[src/rtl/lcd_pkg.sv]
// Shared types and constants for the HD44780-style receiver: FSM states, instruction codes,
// DDRAM layout (two 16-character lines at 0x00 and 0x40) and the blank character.
package lcd_pkg;

   typedef enum logic [1:0] {
      ST_IDLE,
      ST_CLEAR,
      ST_BUSY
   } lcd_state_e;

   localparam logic [7:0] INS_CLEAR     = 8'h01;
   localparam logic [7:0] INS_HOME      = 8'h02;
   localparam logic [7:0] INS_ENTRY     = 8'h04;
   localparam logic [7:0] INS_DISPLAY   = 8'h08;
   localparam logic [7:0] INS_NOEFFECT  = 8'h70;
   localparam logic [7:0] INS_SET_DDRAM = 8'h80;

   localparam logic [6:0] LINE1_BASE = 7'h00;
   localparam logic [6:0] LINE2_BASE = 7'h40;
   localparam int         LINE_LEN   = 16;
   localparam logic [7:0] SPACE_CHAR = 8'h20;

endpackage

[src/rtl/lcd_addr_step.sv]
// DDRAM address counter step (wrapping between the two lines) and address-to-buffer mapping.
// Purely combinational; no latency, no flow control.
module lcd_addr_step
   import lcd_pkg::*;
(
   input  logic [6:0] addr,
   input  logic       inc,
   output logic [6:0] next_addr,
   output logic [4:0] buf_idx
);

   localparam logic [6:0] LAST = 7'(LINE_LEN - 1);

   always_comb begin
      buf_idx = {addr[6], addr[3:0]};
      if (inc) begin
         if (addr == LINE1_BASE + LAST)      next_addr = LINE2_BASE;
         else if (addr == LINE2_BASE + LAST) next_addr = LINE1_BASE;
         else                                next_addr = addr + 7'd1;
      end else begin
         if (addr == LINE1_BASE)             next_addr = LINE2_BASE + LAST;
         else if (addr == LINE2_BASE)        next_addr = LINE1_BASE + LAST;
         else                                next_addr = addr - 7'd1;
      end
   end

endmodule

[src/rtl/lcd_hd44780_rx.sv]
// HD44780-compatible bus receiver: decodes lcd_e strobes into a 32-char buffer, one cycle after the falling edge.
// No backpressure: writes arriving while busy are dropped with a cmd_err pulse; busy-flag reads always served.
module lcd_hd44780_rx
   import lcd_pkg::*;
#(
   parameter int CMD_CYCLES = 2000,
   parameter int CLR_CYCLES = 82000
) (
   input  logic       clk_i,
   input  logic       rst_i,
   input  logic       lcd_e,
   input  logic       lcd_rs,
   input  logic       lcd_rw,
   input  logic [7:0] data_lcd,
   output logic [7:0] db_o,
   output logic       db_oe,
   input  logic       lcd_on,
   input  logic       lcd_blon,
   input  logic [4:0] rd_idx,
   output logic [7:0] rd_char,
   output logic       busy,
   output logic       display_on,
   output logic [6:0] cur_addr,
   output logic       cmd_err
);

   localparam int CNT_W = $clog2((CLR_CYCLES > CMD_CYCLES ? CLR_CYCLES : CMD_CYCLES) + 1);

   lcd_state_e       state_q, state_d;
   logic [CNT_W-1:0] cnt_q, cnt_d;
   logic             e_q, rs_q, rw_q;
   logic [7:0]       dat_q;
   logic [6:0]       cur_addr_q, cur_addr_d;
   logic             inc_q, inc_d;
   logic             disp_q, disp_d;
   logic             err_q, err_d;
   logic [7:0]       buf_mem_q [32];

   logic             fall, we;
   logic [4:0]       widx, step_idx;
   logic [7:0]       wdat;
   logic [6:0]       step_next;
   logic             unused_blon;

   assign unused_blon = lcd_blon;

   lcd_addr_step u_step (
      .addr      (cur_addr_q),
      .inc       (inc_q),
      .next_addr (step_next),
      .buf_idx   (step_idx)
   );

   assign fall = lcd_on & e_q & ~lcd_e;

   always_comb begin
      state_d    = state_q;
      cnt_d      = cnt_q;
      cur_addr_d = cur_addr_q;
      inc_d      = inc_q;
      disp_d     = disp_q;
      err_d      = 1'b0;
      we         = 1'b0;
      widx       = step_idx;
      wdat       = dat_q;

      case (state_q)
         ST_CLEAR: begin
            we   = 1'b1;
            widx = cnt_q[4:0];
            wdat = SPACE_CHAR;
            if (cnt_q[4:0] == 5'd31) begin
               cur_addr_d = LINE1_BASE;
               inc_d      = 1'b1;
               cnt_d      = CNT_W'(CLR_CYCLES - 32);
               state_d    = (CLR_CYCLES == 32) ? ST_IDLE : ST_BUSY;
            end else begin
               cnt_d = cnt_q + CNT_W'(1);
            end
         end
         ST_BUSY: begin
            if (cnt_q <= CNT_W'(1)) begin
               state_d = ST_IDLE;
               cnt_d   = '0;
            end else begin
               cnt_d = cnt_q - CNT_W'(1);
            end
         end
         default: ;
      endcase

      // A busy-flag read has no side effects, so it never competes with the timer.
      if (fall && !(!rs_q && rw_q)) begin
         if (state_q != ST_IDLE) begin
            err_d = 1'b1;
         end else if (rw_q) begin
            cur_addr_d = step_next;
         end else if (rs_q) begin
            we         = 1'b1;
            cur_addr_d = step_next;
            state_d    = ST_BUSY;
            cnt_d      = CNT_W'(CMD_CYCLES);
         end else begin
            state_d = ST_BUSY;
            cnt_d   = CNT_W'(CMD_CYCLES);
            if (|(dat_q & INS_SET_DDRAM)) begin
               if (dat_q[5:4] == 2'b00) begin
                  cur_addr_d = dat_q[6:0];
               end else begin
                  err_d   = 1'b1;
                  state_d = state_q;
                  cnt_d   = cnt_q;
               end
            end else if (|(dat_q & INS_NOEFFECT)) begin
               state_d = ST_BUSY;
            end else if (|(dat_q & INS_DISPLAY)) begin
               disp_d = dat_q[2];
            end else if (|(dat_q & INS_ENTRY)) begin
               inc_d = dat_q[1];
            end else if (|(dat_q & INS_HOME)) begin
               cur_addr_d = LINE1_BASE;
            end else if (|(dat_q & INS_CLEAR)) begin
               state_d = ST_CLEAR;
               cnt_d   = '0;
            end else begin
               err_d   = 1'b1;
               state_d = state_q;
               cnt_d   = cnt_q;
            end
         end
      end
   end

   always_ff @(posedge clk_i or posedge rst_i) begin
      if (rst_i) begin
         state_q    <= ST_IDLE;
         cnt_q      <= '0;
         e_q        <= 1'b0;
         rs_q       <= 1'b0;
         rw_q       <= 1'b0;
         dat_q      <= '0;
         cur_addr_q <= LINE1_BASE;
         inc_q      <= 1'b1;
         disp_q     <= 1'b0;
         err_q      <= 1'b0;
         for (int i = 0; i < 32; i++) buf_mem_q[i] <= SPACE_CHAR;
      end else begin
         e_q   <= lcd_on & lcd_e;
         err_q <= err_d;
         if (lcd_on && lcd_e) begin
            rs_q  <= lcd_rs;
            rw_q  <= lcd_rw;
            dat_q <= data_lcd;
         end
         if (lcd_on) begin
            state_q    <= state_d;
            cnt_q      <= cnt_d;
            cur_addr_q <= cur_addr_d;
            inc_q      <= inc_d;
            disp_q     <= disp_d;
            if (we) buf_mem_q[widx] <= wdat;
         end
      end
   end

   always_comb begin
      db_oe = 1'b0;
      db_o  = '0;
      if (lcd_on && lcd_e && lcd_rw) begin
         if (!lcd_rs) begin
            db_oe = 1'b1;
            db_o  = {busy, cur_addr_q};
         end else if (state_q == ST_IDLE) begin
            db_oe = 1'b1;
            db_o  = buf_mem_q[step_idx];
         end
      end
   end

   assign rd_char    = buf_mem_q[rd_idx];
   assign busy       = (state_q != ST_IDLE);
   assign display_on = disp_q;
   assign cur_addr   = cur_addr_q;
   assign cmd_err    = err_q;

endmodule

[config.mk]
export PLATFORM = sky130hd
export DESIGN_NAME = lcd_hd44780_rx
export DESIGN_NICKNAME = d
export VERILOG_FILES = /design/src/rtl/lcd_pkg.sv /design/src/rtl/lcd_addr_step.sv /design/src/rtl/lcd_hd44780_rx.sv
export SDC_FILE = /design/constraint.sdc
export NUM_CORES = 1
export LEC_CHECK = 0
export BUFFER_PORTS_ARGS = -buffer_cell sky130_fd_sc_hd__buf_2
export CAP_MARGIN = 40
export CORE_MARGIN = 10
export CORE_UTILIZATION = 55
export CTS_CLUSTER_SIZE = 40
export DETAILED_ROUTE_END_ITERATION = 8
export PLACE_DENSITY = 0.72
export SLEW_MARGIN = 5
export SYNTH_ARGS = -nofsm -noshare
export SYNTH_HDL_FRONTEND = slang
export SYNTH_SLANG_ARGS = --single-unit
[constraint.sdc]
create_clock -name clk_i -period 10.69 [get_ports clk_i]
set_input_delay 0.5345 -clock clk_i [delete_from_list [all_inputs] [get_ports clk_i]]
set_output_delay 0.5345 -clock clk_i [all_outputs]
set_load 0.005 [all_outputs]
Word-level counts from Yosys, hierarchy flattened
Index checks and enable logic that the tools add are counted.
- add/subtract/negate cells: 4
- multiply operators: 0
- div/mod/pow operators: 0
- magnitude comparators: 5
- eq/ne operators: 8
- shift operators: 0
- multiplexer cells: 88
- bitwise operators: 12
- reduce and logical (&&, ||, !) cells: 15
- operator list (operator ; count):
    $bwmux 256 ; 1
    $mux 17 ; 13
    $mux 7 ; 17
    $bmux 8 s5 ; 2
    $mux 8 ; 9
    $demux 8 s5 ; 1
    $pmux 17 s2 ; 1
    $mux 1 ; 29
    $mux 2 ; 13
    $ge 6x6->1 const B ; 3
    $not 5->6 ; 3
    $add 17x1->17 const B ; 1
    $le 17x1->1 const B ; 1
    $sub 17x1->17 const B ; 1
    $eq 7x7->1 const B ; 2
    $ne 10x9->1 const B ; 1
    $reduce_and 8->1 ; 1
    $add 7x1->7 const B ; 1
    $eq 7x4->1 const B ; 1
    $logic_not 7->1 ; 1
    $sub 7x1->7 const B ; 1
    $lt 6x1->1 const B ; 1
    $ne 6x5->1 const B ; 1
    $not 1->1 ; 6
    13 further kinds ; 21
- bits in registers: 296
- bits in latches: 0
- bits in writable memories: 0
- ROM bits: 0
- bits of input ports: 20
- memories kept: 0

Depth between registers and ports, before layout
Gate-level depths: netlist of the first run.
- word-level depth: 12
- depth in mapped cells: 11

Hierarchy
Synthesis of the first run repeated with hierarchy kept, for this count alone.
- cells, all modules: 1343
- area, all modules: 17083.9 µm²
- modules (own cells, without submodules) (module ; instances ; cells each ; area an instance (µm²)):
    lcd_hd44780_rx ; 1 ; 1299 ; 16753.6
    lcd_addr_step ; 1 ; 44 ; 330.3

Worst setup path before layout of the first run
Ideal clock, no wire load.
- path kind: input-to-output
- start: input rd_idx[0]
- end: output rd_char[0]
- arrival: 2.474 ns
- path slack: 7.682 ns
- cell stages on the path: 5
- buffers on the path: 2
- cell sequence: clkbuf_1 > buf_2 > mux4_2 > mux4_2 > mux2_2
- longest elaborated chain between the ends: 4
- RTL lines (element ; RTL line ; RTL):
    start, declared ; lcd_hd44780_rx.sv:19 ; input logic [4:0] rd_idx,
    $not 5->6 (not written as such) ; lcd_hd44780_rx.sv:180 ; assign rd_char = buf_mem_q[rd_idx];
    $bmux 8 s5 ; lcd_hd44780_rx.sv:180 ;
    $mux 8 (not written as such) (2 in a row) ; lcd_hd44780_rx.sv:180 ;
    end, declared ; lcd_hd44780_rx.sv:20 ; output logic [7:0] rd_char,
Every way passes these cells. The select of a mux whose other input is x is not followed.

Worst setup path in the final report of the first run
- start: register cur_addr_q[3], in the netlist cur_addr[3]
- end: output db_o[7]
- longest elaborated chain between the ends: 7
- RTL lines (element ; RTL line ; RTL):
    start, declared ; lcd_hd44780_rx.sv:33 ; logic [6:0] cur_addr_q, cur_addr_d;
    start signal, assigned ; lcd_hd44780_rx.sv:158 ; cur_addr_q <= cur_addr_d;
    $not 5->6 (not written as such) ; lcd_hd44780_rx.sv:175 ; db_o = buf_mem_q[step_idx];
    $bmux 8 s5 ; lcd_hd44780_rx.sv:175 ;
    $mux 8 (not written as such) (2 in a row) ; lcd_hd44780_rx.sv:175 ;
    $mux 8 ; lcd_hd44780_rx.sv:173 ; end else if (state_q == ST_IDLE) begin
    $mux 8 ; lcd_hd44780_rx.sv:170 ; if (!lcd_rs) begin
    $mux 8 ; lcd_hd44780_rx.sv:169 ; if (lcd_on && lcd_e && lcd_rw) begin
    end, declared ; lcd_hd44780_rx.sv:15 ; output logic [7:0] db_o,
Every way passes these cells. The select of a mux whose other input is x is not followed.

==> qor.txt, run 1 <==
initial antenna violation count: 0
Hold Path Class: primary input to asynchronous set/reset pin
Initial DRC Count: 1127
required time of the critical path: 10.16 ns
H-tree lvl count: 1
Chip Height: 196 um
Routed wire per std cell: 27.8 um
status: completed
startpoint type of the worst setup path: flip-flop
die area: 38400 sq um
Max Clk Rate: 222 MHz
reg2reg start: state_q[1]$_DFFE_PP0P_
largest net degree at the start of global routing: 190
vias in the first global route: 11900
row cnt: 64
Final Setup Violations: 0
critical path class: flip-flop to output port
final cell count without fillers: 1671
total global routing track utilization: 24.2%
Area Growth Syn to Fin: 10.4%
Setup crit end kind: output port
CTS tree: built
PostCTS Resize Cnt: 0
GRT overflow: 0
Fin. Hold Viols: 0
Die X-Extent: 196 um
Final Power: 3.83 mW
most area-hungry cell type in the Yosys netlist: dfrtp_1
slew margin rel.: 28.5%
Clock transition at path regs: 0.06 ns
synth top area cells: dfrtp_1 39%, mux4_2 20%, mux2_2 17%
RSZ-0062 raised after global routing: false
share of cells above drive strength 1: 49.3%
Hold Buf Count CTS: 0
Final ANT Viol Nets: 0
GPL Wtd Cong: 0.879
WL final: 46500 um
Synth Warn #: 0
postcts setup bufs: 0
antenna fix cells: 0
final net count: 1278
Most used DFF post-synth: dfrtp_1
Register-to-Register Path Depth: 8
Ports: 47
leakage: 8.03 nW
global-route wire length before repair: 72400 um
clock root buffer: clkbuf_16
Vias: 11500
Worst EP arrival: 3.97 ns
top cell type's share of synthesized area: 38.7%
post-layout util: 61.4%
synth unique cells: 72
clock sink count: 296
post-synthesis sequential area ratio: 43.8%
final worst-path cycle share: 42.1%
Max Cap Viol: 0
CTS max path bufs: 3
TritonCTS buffer count: 31
final worst slack: 6.19 ns
Min Clock Period, post-route: 4.50 ns
Synth Register Bits: 296
clock skew: 0.0117 ns
number of slew-limit violations in the final report: 0
vias per cell: 6.85
Cells after Synth: 1235
port bufs: 45
Fin Setup TNS: 0 ns
Residual DRC: 0
Worst-Margin Slew: 1.07 ns
fraction of registers with async set/reset: 100%
pwr dens: 204 nW/um^2
Synth Area per Inst: 13.8 sq um
Starting Density: 55.6%
r2r setup slk: 7.29 ns
pre-CTS WS: 6.66 ns
syn_nets: 1263
CP Max Fanout: 15
1st-pass router iterations: 5
fillers: 2375
dpl cells: 1613
maximum VDD drop: 0.176 mV
Worst R2R End: buf_mem_q[177]$_DFFE_PP0P_
Post-synth EDFFs: 0
latest clock arrival within the worst-skew pair: 0.59 ns
Mapped Area: 17000 sq um
core area: 30600 sq um
post-DP HPWL: 29800 um
report_power, final:
| part | switching, mW | total, mW | internal [mW] | leakage [nW] |
|---|---|---|---|---|
| combinational | 0.667 | 1.19 | 0.526 | 3.56 |
| sequential | 0.197 | 1.50 | 1.30 | 3.94 |
| clock | 0.481 | 1.14 | 0.657 | 0.522 |
| total | 1.34 | 3.83 | 2.49 | 8.03 |
logic make-up after synthesis:
group,share of synthesized area [%]
flip-flops,43.8
buffers and inverters,2.77
adder cells (fa/ha/maj),0.589
XOR/XNOR,0.206
AND/OR/NAND/NOR,7.96
multiplexers,38.5
AO/OA/AOI/OAI,6.14
synthesized netlist by cell type, drive strengths merged (18+ instances only):
cell    count
o21ai      21
nor2       74
buf        32
a21oi      38
dfstp      33
clkbuf     59
nand2      50
nand3      21
inv        19
nor3       24
mux2      266
mux4      150
dfrtp     263
mux2i      18
state kept, by name (all words and copies together) (netlist names):
| register | count |
|---|---|
| cnt_q | 17 |
| cur_addr | 7 |
| inc_q | 1 |
| cmd_err | 1 |
| dat_q | 8 |
| buf_mem_q | 256 |
| state_q | 2 |
| display_on | 1 |
| rs_q | 1 |
| e_q | 1 |
| rw_q | 1 |
placed cells by master, fill, tap and decap left out, drive strengths merged, types with 6 or more instances in the layout:
cell,synthesis,routed
mux2,266,266
dfrtp,263,263
mux4,150,150
nor2,74,74
buf,32,73
nand2,50,50
clkbuf,59,42
a21oi,38,38
dfstp,33,33
nor3,24,24
o21ai,21,21
nand3,21,21
inv,19,20
mux2i,18,18
o211ai,16,16
nor2b,12,12
a31oi,9,9
clkinv,1,9
nand4,8,8
ha,8,8
nand2b,8,8
and2,7,7
or3,6,6
a211oi,6,6
o22ai,6,6
a22oi,6,6
per-layer routing:
| layer | routed length, um | vias up | global-route usage (%) |
|---|---|---|---|
| li1 | - | 4812 | - |
| met1 | 18700 | 6042 | 32.8 |
| met2 | 22400 | 475 | 38.9 |
| met3 | 3380 | 122 | 3.61 |
| met4 | 1970 | 0 | 8.94 |
| met5 | 0 | - | 0 |
critical path: stages, from the launching register on:
cell       delay (ns)
dfrtp_1          0.81
clkinv_1         0.86
nor2_1           0.88
a22oi_1          0.19
nand2_1          0.14
o2111ai_1        0.17
a21oi_1          0.19
buf_2            0.13
area by class of cell:
cell class / count / area [sq um] / share of cell area (%)
Inverter: 20 / 82.6 / 0.440
Clock buffer: 42 / 887 / 4.73
Tap cell: 396 / 495 / 2.64
Sequential cell: 296 / 7460 / 39.7
Clock inverter: 16 / 188 / 1.00
Multi-Input combinational cell: 828 / 9100 / 48.5
Timing Repair Buffer: 73 / 556 / 2.96
through the flow:
stage	area (sq um)	hold slack, ns
global route	18800	0.126
CTS	18800	0.101
finish	18800	0.0359
global placement	17500	0.480
detailed placement	17700	0.489
floorplan	17000	0.471
how the worst max path moves through the flow:
stage / from / endpoint / slack (ns) / depth (start not counted)
after floorplan: rst_i / buf_mem_q[0]$_DFFE_PP0P_ / 2.03 / 1
after global placement: rd_idx[0] / rd_char[4] / 6.68 / 6
after detailed placement: rd_idx[0] / rd_char[4] / 6.66 / 6
after CTS: cur_addr[3]$_DFFE_PP0P_ / db_o[7] / 6.39 / 7
after global routing: cur_addr[3]$_DFFE_PP0P_ / db_o[7] / 6.10 / 7
final: cur_addr[3]$_DFFE_PP0P_ / db_o[7] / 6.19 / 7
No activity file was read; power rests on OpenSTA's default activity.
==> run 2, diff against run 1 <==
Settings changed: PLACE_DENSITY 0.72 to 0.74.
Clock period 10.69 ns to 3.85 ns, I/O delays scaled along.
==> run 2 against run 1 <==
  * Flip-flop and latch count is the same
  * Cell area is 0.53% higher
  * Sequential power grew to 2.8 times the previous value
  * Global-route usage down 0.56 points
  * Total power grew to 2.7 times the previous value
  * Die area stayed put
  * Via count shrank 0.22%
  * Final cell count increased by 1.1%
  * Critical endpoint is now db_o[4]
  * Largest power group unchanged
==> qor.txt, run 2 (synthesis results as in run 1) <==
TritonCTS buffer count: 31
RSZ-0062 raised after global routing: false
reg2reg start: state_q[1]$_DFFE_PP0P_
max FFs per register: 256
Setup crit end kind: output port
postcts setup bufs: 0
Min Clock Period, post-route: 3.51 ns
GRT overflow: 0
clock skew: 0.0207 ns
1st-pass router iterations: 5
share of cells above drive strength 1: 48.8%
Final Setup Violations: 0
Clock Power Share: 28.3%
Worst R2R End: buf_mem_q[116]$_DFFE_PP0P_
vias in the first global route: 11700
pwr dens: 555 nW/um^2
clock root buffer: clkbuf_16
post-DP HPWL: 30100 um
Fin. Hold Viols: 0
final worst slack: 0.340 ns
Residual DRC: 0
Worst-Margin Slew: 0.916 ns
row cnt: 64
Initial DRC Count: 737
commonest non-fill, non-tap cells in the layout: 262 x mux2_2, 261 x dfrtp_1, 150 x mux4_2, 49 x nand2_1, 49 x nor2_1
status: completed
slew margin rel.: 38.9%
global-route wire length before repair: 70800 um
leakage: 8.09 nW
switch share: 35.0%
antenna fix cells: 0
Register-to-Register Path Depth: 9
Largest Register: buf_mem_q
r2r setup slk: 0.56 ns
Final ANT Viol Nets: 0
startpoint type of the worst setup path: flip-flop
maximum VDD drop: 0.422 mV
port bufs: 45
Clock transition at path regs: 0.06 ns
Die X-Extent: 196 um
WL final: 45500 um
pre-CTS WS: 0.656 ns
core area: 30600 sq um
depth of the worst hold-timing path: 2
Routed wire per std cell: 26.9 um
Max Clk Rate: 285 MHz
Starting Density: 55.6%
CTS max path bufs: 3
NetSw: 3.67 mW
Ports: 47
sequential group share of total power: 40.0%
Largest regs: buf_mem_q x256, cnt_q x17, dat_q x8
clock sink count: 296
die area: 38400 sq um
H-tree lvl count: 1
number of slew-limit violations in the final report: 0
required time of the critical path: 3.66 ns
Max Cap Viol: 0
total global routing track utilization: 23.6%
Chip Height: 196 um
CTS tree: built
GPL Wtd Cong: 0.871
fillers: 2250
critical path class: flip-flop to output port
hold worst-path end: cur_addr[0]$_DFFE_PP0P_
Worst EP arrival: 3.32 ns
latest clock arrival within the worst-skew pair: 0.59 ns
final worst-path cycle share: 91.2%
Int Pwr: 6.80 mW
share of power burned in combinational logic: 31.6%
Final Power: 10.5 mW
min-delay src: lcd_on
CP Max Fanout: 32
final net count: 1301
vias per cell: 6.76
initial antenna violation count: 1
Vias: 11400
largest net degree at the start of global routing: 112
most common cell after layout, fill and taps aside: mux2_2
Area Growth Syn to Fin: 11.0%
Hold Path Class: primary input to flip-flop
==> run 2: power by group through the flow <==
stage / combinational (mW) / sequential, mW / clock [mW]
floorplan: 2.60 / 3.92 / 0
global placement: 3.21 / 4.19 / 0
detailed placement: 3.28 / 4.23 / 0
CTS: 3.31 / 4.18 / 3.00
global route: 3.55 / 4.27 / 3.12
finish: 3.31 / 4.19 / 2.96
==> run 2: repair_timing <==
item                      in CTS  in global routing
hold buffers                  11                  0
resized for setup              0                  0
hold endpoints to repair      21                  0
==> run 2: how the worst max path moves through the flow <==
stage	start	end	slack (ns)
floorplan	rst_i	buf_mem_q[0]$_DFFE_PP0P_	-0.25
global placement	state_q[1]$_DFFE_PP0P_	buf_mem_q[118]$_DFFE_PP0P_	0.74
detailed placement	state_q[1]$_DFFE_PP0P_	buf_mem_q[116]$_DFFE_PP0P_	0.66
CTS	cur_addr[0]$_DFFE_PP0P_	db_o[4]	0.33
global route	cur_addr[0]$_DFFE_PP0P_	db_o[4]	0.23
finish	cur_addr[0]$_DFFE_PP0P_	db_o[4]	0.34
==> run 2: worst max-delay path: stages, from the launching register on <==
cell and delay (ns):
dfrtp_4 0.83, buf_12 0.28, mux4_2 0.59, mux4_2 0.53, a21oi_1 0.19, a21oi_1 0.10, buf_2 0.16
==> run 2: through the flow <==
stage / instance area, sq um / hold WS [ns] / instances / TNS, ns / util [%]
after global routing: 18900 / 0.0935 / 1689 / 0 / 61.7
after floorplan: 17000 / 0.265 / 1235 / -64.87 / -
after CTS: 18900 / 0.0820 / 1689 / 0 / 61.7
final: 18900 / 0.0905 / 1689 / 0 / 61.7
after global placement: 17800 / 0.214 / 1624 / 0 / 58.0
after detailed placement: 17800 / 0.217 / 1625 / 0 / 58.1
==> run 2: layer usage <==
metal	global-route usage (%)	vias up	routed length [um]
met5	0	-	0
met4	8.43	0	1680
met3	5.23	104	3650
met2	38.8	485	22500
met1	30.3	5979	17600
li1	-	4858	-
==> run 2: cell type report <==
class | count | area [sq um] | area share [%]
Clock inverter | 5 | 68.8 | 0.365
Timing Repair Buffer | 96 | 746 | 3.95
Multi-Input combinational cell | 828 | 9100 | 48.3
Inverter | 20 | 78.8 | 0.418
Clock buffer | 48 | 920 | 4.87
Tap cell | 396 | 495 | 2.63
Sequential cell | 296 | 7460 | 39.5
==> run 3, diff against run 2 <==
Settings changed: SYNTH_HIERARCHICAL set to 1.
==> run 3 against run 2 <==
  * Sequential power is 11% higher
  * Worst hold slack better by 0.033 ns
  * Cell area is 0.50% higher
  * Via count is 5.2% higher
  * Global-route usage is 0.084 points lower
  * Utilization is 0.31 points higher
  * Synthesized cell count is 8.7% higher
  * Clock skew is 0.0043 ns lower
  * Clock power is 11% higher
  * Final cell count is 5.6% higher
  * First-iteration DRC count is 58% higher
  * Largest power group unchanged
==> qor.txt, run 3 <==
status: completed
final worst-path cycle share: 92.0%
initial antenna violation count: 0
critical path class: flip-flop to output port
share of cells above drive strength 1: 41.8%
startpoint type of the worst setup path: flip-flop
synth cell count leaders: 263 x dfrtp_1, 209 x mux2_2, 137 x mux4_2, 107 x nand2_1, 71 x o21ai_0
commonest non-fill, non-tap cells in the layout: 261 x dfrtp_1, 209 x mux2_2, 137 x mux4_2, 106 x nand2_1, 71 x o21ai_0
Most used DFF post-synth: dfrtp_1
Synth Area per Inst: 12.7 sq um
Largest Register: buf_mem_q
Final ANT Viol Nets: 0
largest net degree at the start of global routing: 69
RSZ-0062 raised after global routing: false
port bufs: 45
global-route wire length before repair: 72600 um
Post-synth EDFFs: 0
Fin. Hold Viols: 0
clock root buffer: clkbuf_16
Max Cap Viol: 0
clock skew: 0.0164 ns
Final Setup Violations: 0
Synth Area in XOR/XNOR: 0.410%
syn_nets: 1371
antenna fix cells: 0
Vias: 12000
required time of the critical path: 3.66 ns
Min Clock Period, post-route: 3.54 ns
die area: 38500 sq um
Residual DRC: 0
Synth Register Bits: 296
largest family of logic cells by synthesized area: multiplexers
1st-pass router iterations: 6
Clock transition at path regs: 0.06 ns
Chip Height: 196 um
Worst EP arrival: 3.35 ns
pwr dens: 653 nW/um^2
register area: 7460 sq um
fraction of registers with async set/reset: 100%
simple-gate share of the synthesized area: 9.68%
Ports: 47
Synth Warn #: 6
Hold Path Class: primary input to flip-flop
Initial DRC Count: 1166
Starting Density: 55.8%
GPL Wtd Cong: 0.892
Area Growth Syn to Fin: 11.0%
Hold WS: 0.124 ns
Die X-Extent: 196 um
final cell count without fillers: 1784
total global routing track utilization: 23.6%
WL final: 45200 um
CTS tree: built
cell with the most instances after synthesis: dfrtp_1
Routed wire per std cell: 25.4 um
core area: 30600 sq um
maximum VDD drop: 0.433 mV
vias in the first global route: 12100
GRT overflow: 0
final net count: 1391
mux share of post-synthesis cell area: 33.0%
post-synthesis compound-gate area fraction: 9.19%
multi-input logic area: 9050 sq um
CP Max Fanout: 29
TritonCTS buffer count: 31
post-synthesis sequential area ratio: 43.6%
number of slew-limit violations in the final report: 0
fillers: 2287
top cell type's share of synthesized area: 38.5%
synth top area cells: dfrtp_1 39%, mux4_2 18%, mux2_2 14%
PostCTS Resize Cnt: 0
vias per cell: 6.74
synth unique cells: 73
latest clock arrival within the worst-skew pair: 0.58 ns
dpl cells: 1714
max FFs per register: 256
postcts setup bufs: 0
Worst-Margin Slew: 0.846 ns
Post-Synth Adder-Cell Area: 0.586%
Final Power: 12.4 mW
Mapped Area: 17100 sq um
most area-hungry cell type in the Yosys netlist: dfrtp_1
leakage: 8.23 nW
Cells after Synth: 1343
row cnt: 64
clock sink count: 296
H-tree lvl count: 1
post-DP HPWL: 31100 um
Largest regs: buf_mem_q x256, cnt_q x17, dat_q x8
Setup crit end kind: output port
CTS max path bufs: 3
slew margin rel.: 43.6%
most common cell after layout, fill and taps aside: dfrtp_1
Max Clk Rate: 282 MHz
## run 3: routing by layer
| layer | track usage [%] | wire [um] |
|---|---|---|
| met2 | 38.3 | 22100 |
| met5 | 0 | 0 |
| met4 | 4.75 | 737 |
| met1 | 33.0 | 18800 |
| met3 | 3.55 | 3570 |
## run 3: final timing paths
check | from | to | slack [ns] | cells past startpoint
worst max-delay path | cur_addr[0]$_DFFE_PP0P_ | db_o[1] | 0.31 | 6
worst min-delay path | lcd_e | cmd_err$_DFF_PP0_ | 0.12 | 3
worst max register to register | state_q[1]$_DFFE_PP0P_ | buf_mem_q[74]$_DFFE_PP0P_ | 0.51 | 7
worst min register to register | buf_mem_q[29]$_DFFE_PP1P_ | buf_mem_q[29]$_DFFE_PP1P_ | 0.48 | 2
max in group asynchronous | rst_i | buf_mem_q[89]$_DFFE_PP0P_ | 2.59 | 4
min in group asynchronous | rst_i | buf_mem_q[126]$_DFFE_PP0P_ | 0.15 | 3
## run 3: cell type report
type | count | share of cell area [%]
clock buffers | 46 | 4.86
clock inverters | 12 | 1.04
well taps | 396 | 2.61
repair buffers | 102 | 4.08
inverters | 16 | 0.337
flip-flops and latches | 296 | 39.3
multi-input cells | 916 | 47.8
## run 3: power breakdown
group | total [mW] | leakage, nW | switching [mW] | internal [mW]
Clock | 3.29 | 0.545 | 1.31 | 1.99
Combinational | 4.45 | 3.75 | 2.51 | 1.94
Sequential | 4.64 | 3.94 | 0.847 | 3.80
## run 3: cell families (layout without fill, tap and decap cells)
group,Yosys count,in the layout
multiplexers,366,366
AO/OA/AOI/OAI,243,243
AND/OR/NAND/NOR,291,291
adder cells (fa/ha/maj),8,8
XOR/XNOR,8,8
buffers and inverters,131,176
flip-flops,296,296
## run 3: worst max-delay path: stages, from the launching register on
cell,delay (ns)
dfrtp_4,0.85
buf_4,0.34
mux4_2,0.56
a22oi_1,0.35
nand3_1,0.16
a32o_1,0.33
buf_2,0.14
## run 3: what timing repair did
action                                 in CTS  in global routing
hold buffers                               12                  0
endpoints found under the hold margin      83                  0
setup endpoints to repair                   0                  0
## run 3: metrics by stage
stage,worst slack (ns),area [sq um],utilization (%),TNS (ns)
finish,0.309,19000,62.0,0
floorplan,-0.247,17100,-,-64.87
global route,0.151,19000,62.0,0
detailed placement,0.622,17700,57.9,0
global placement,0.694,17600,57.7,0
CTS,0.335,19000,62.0,0
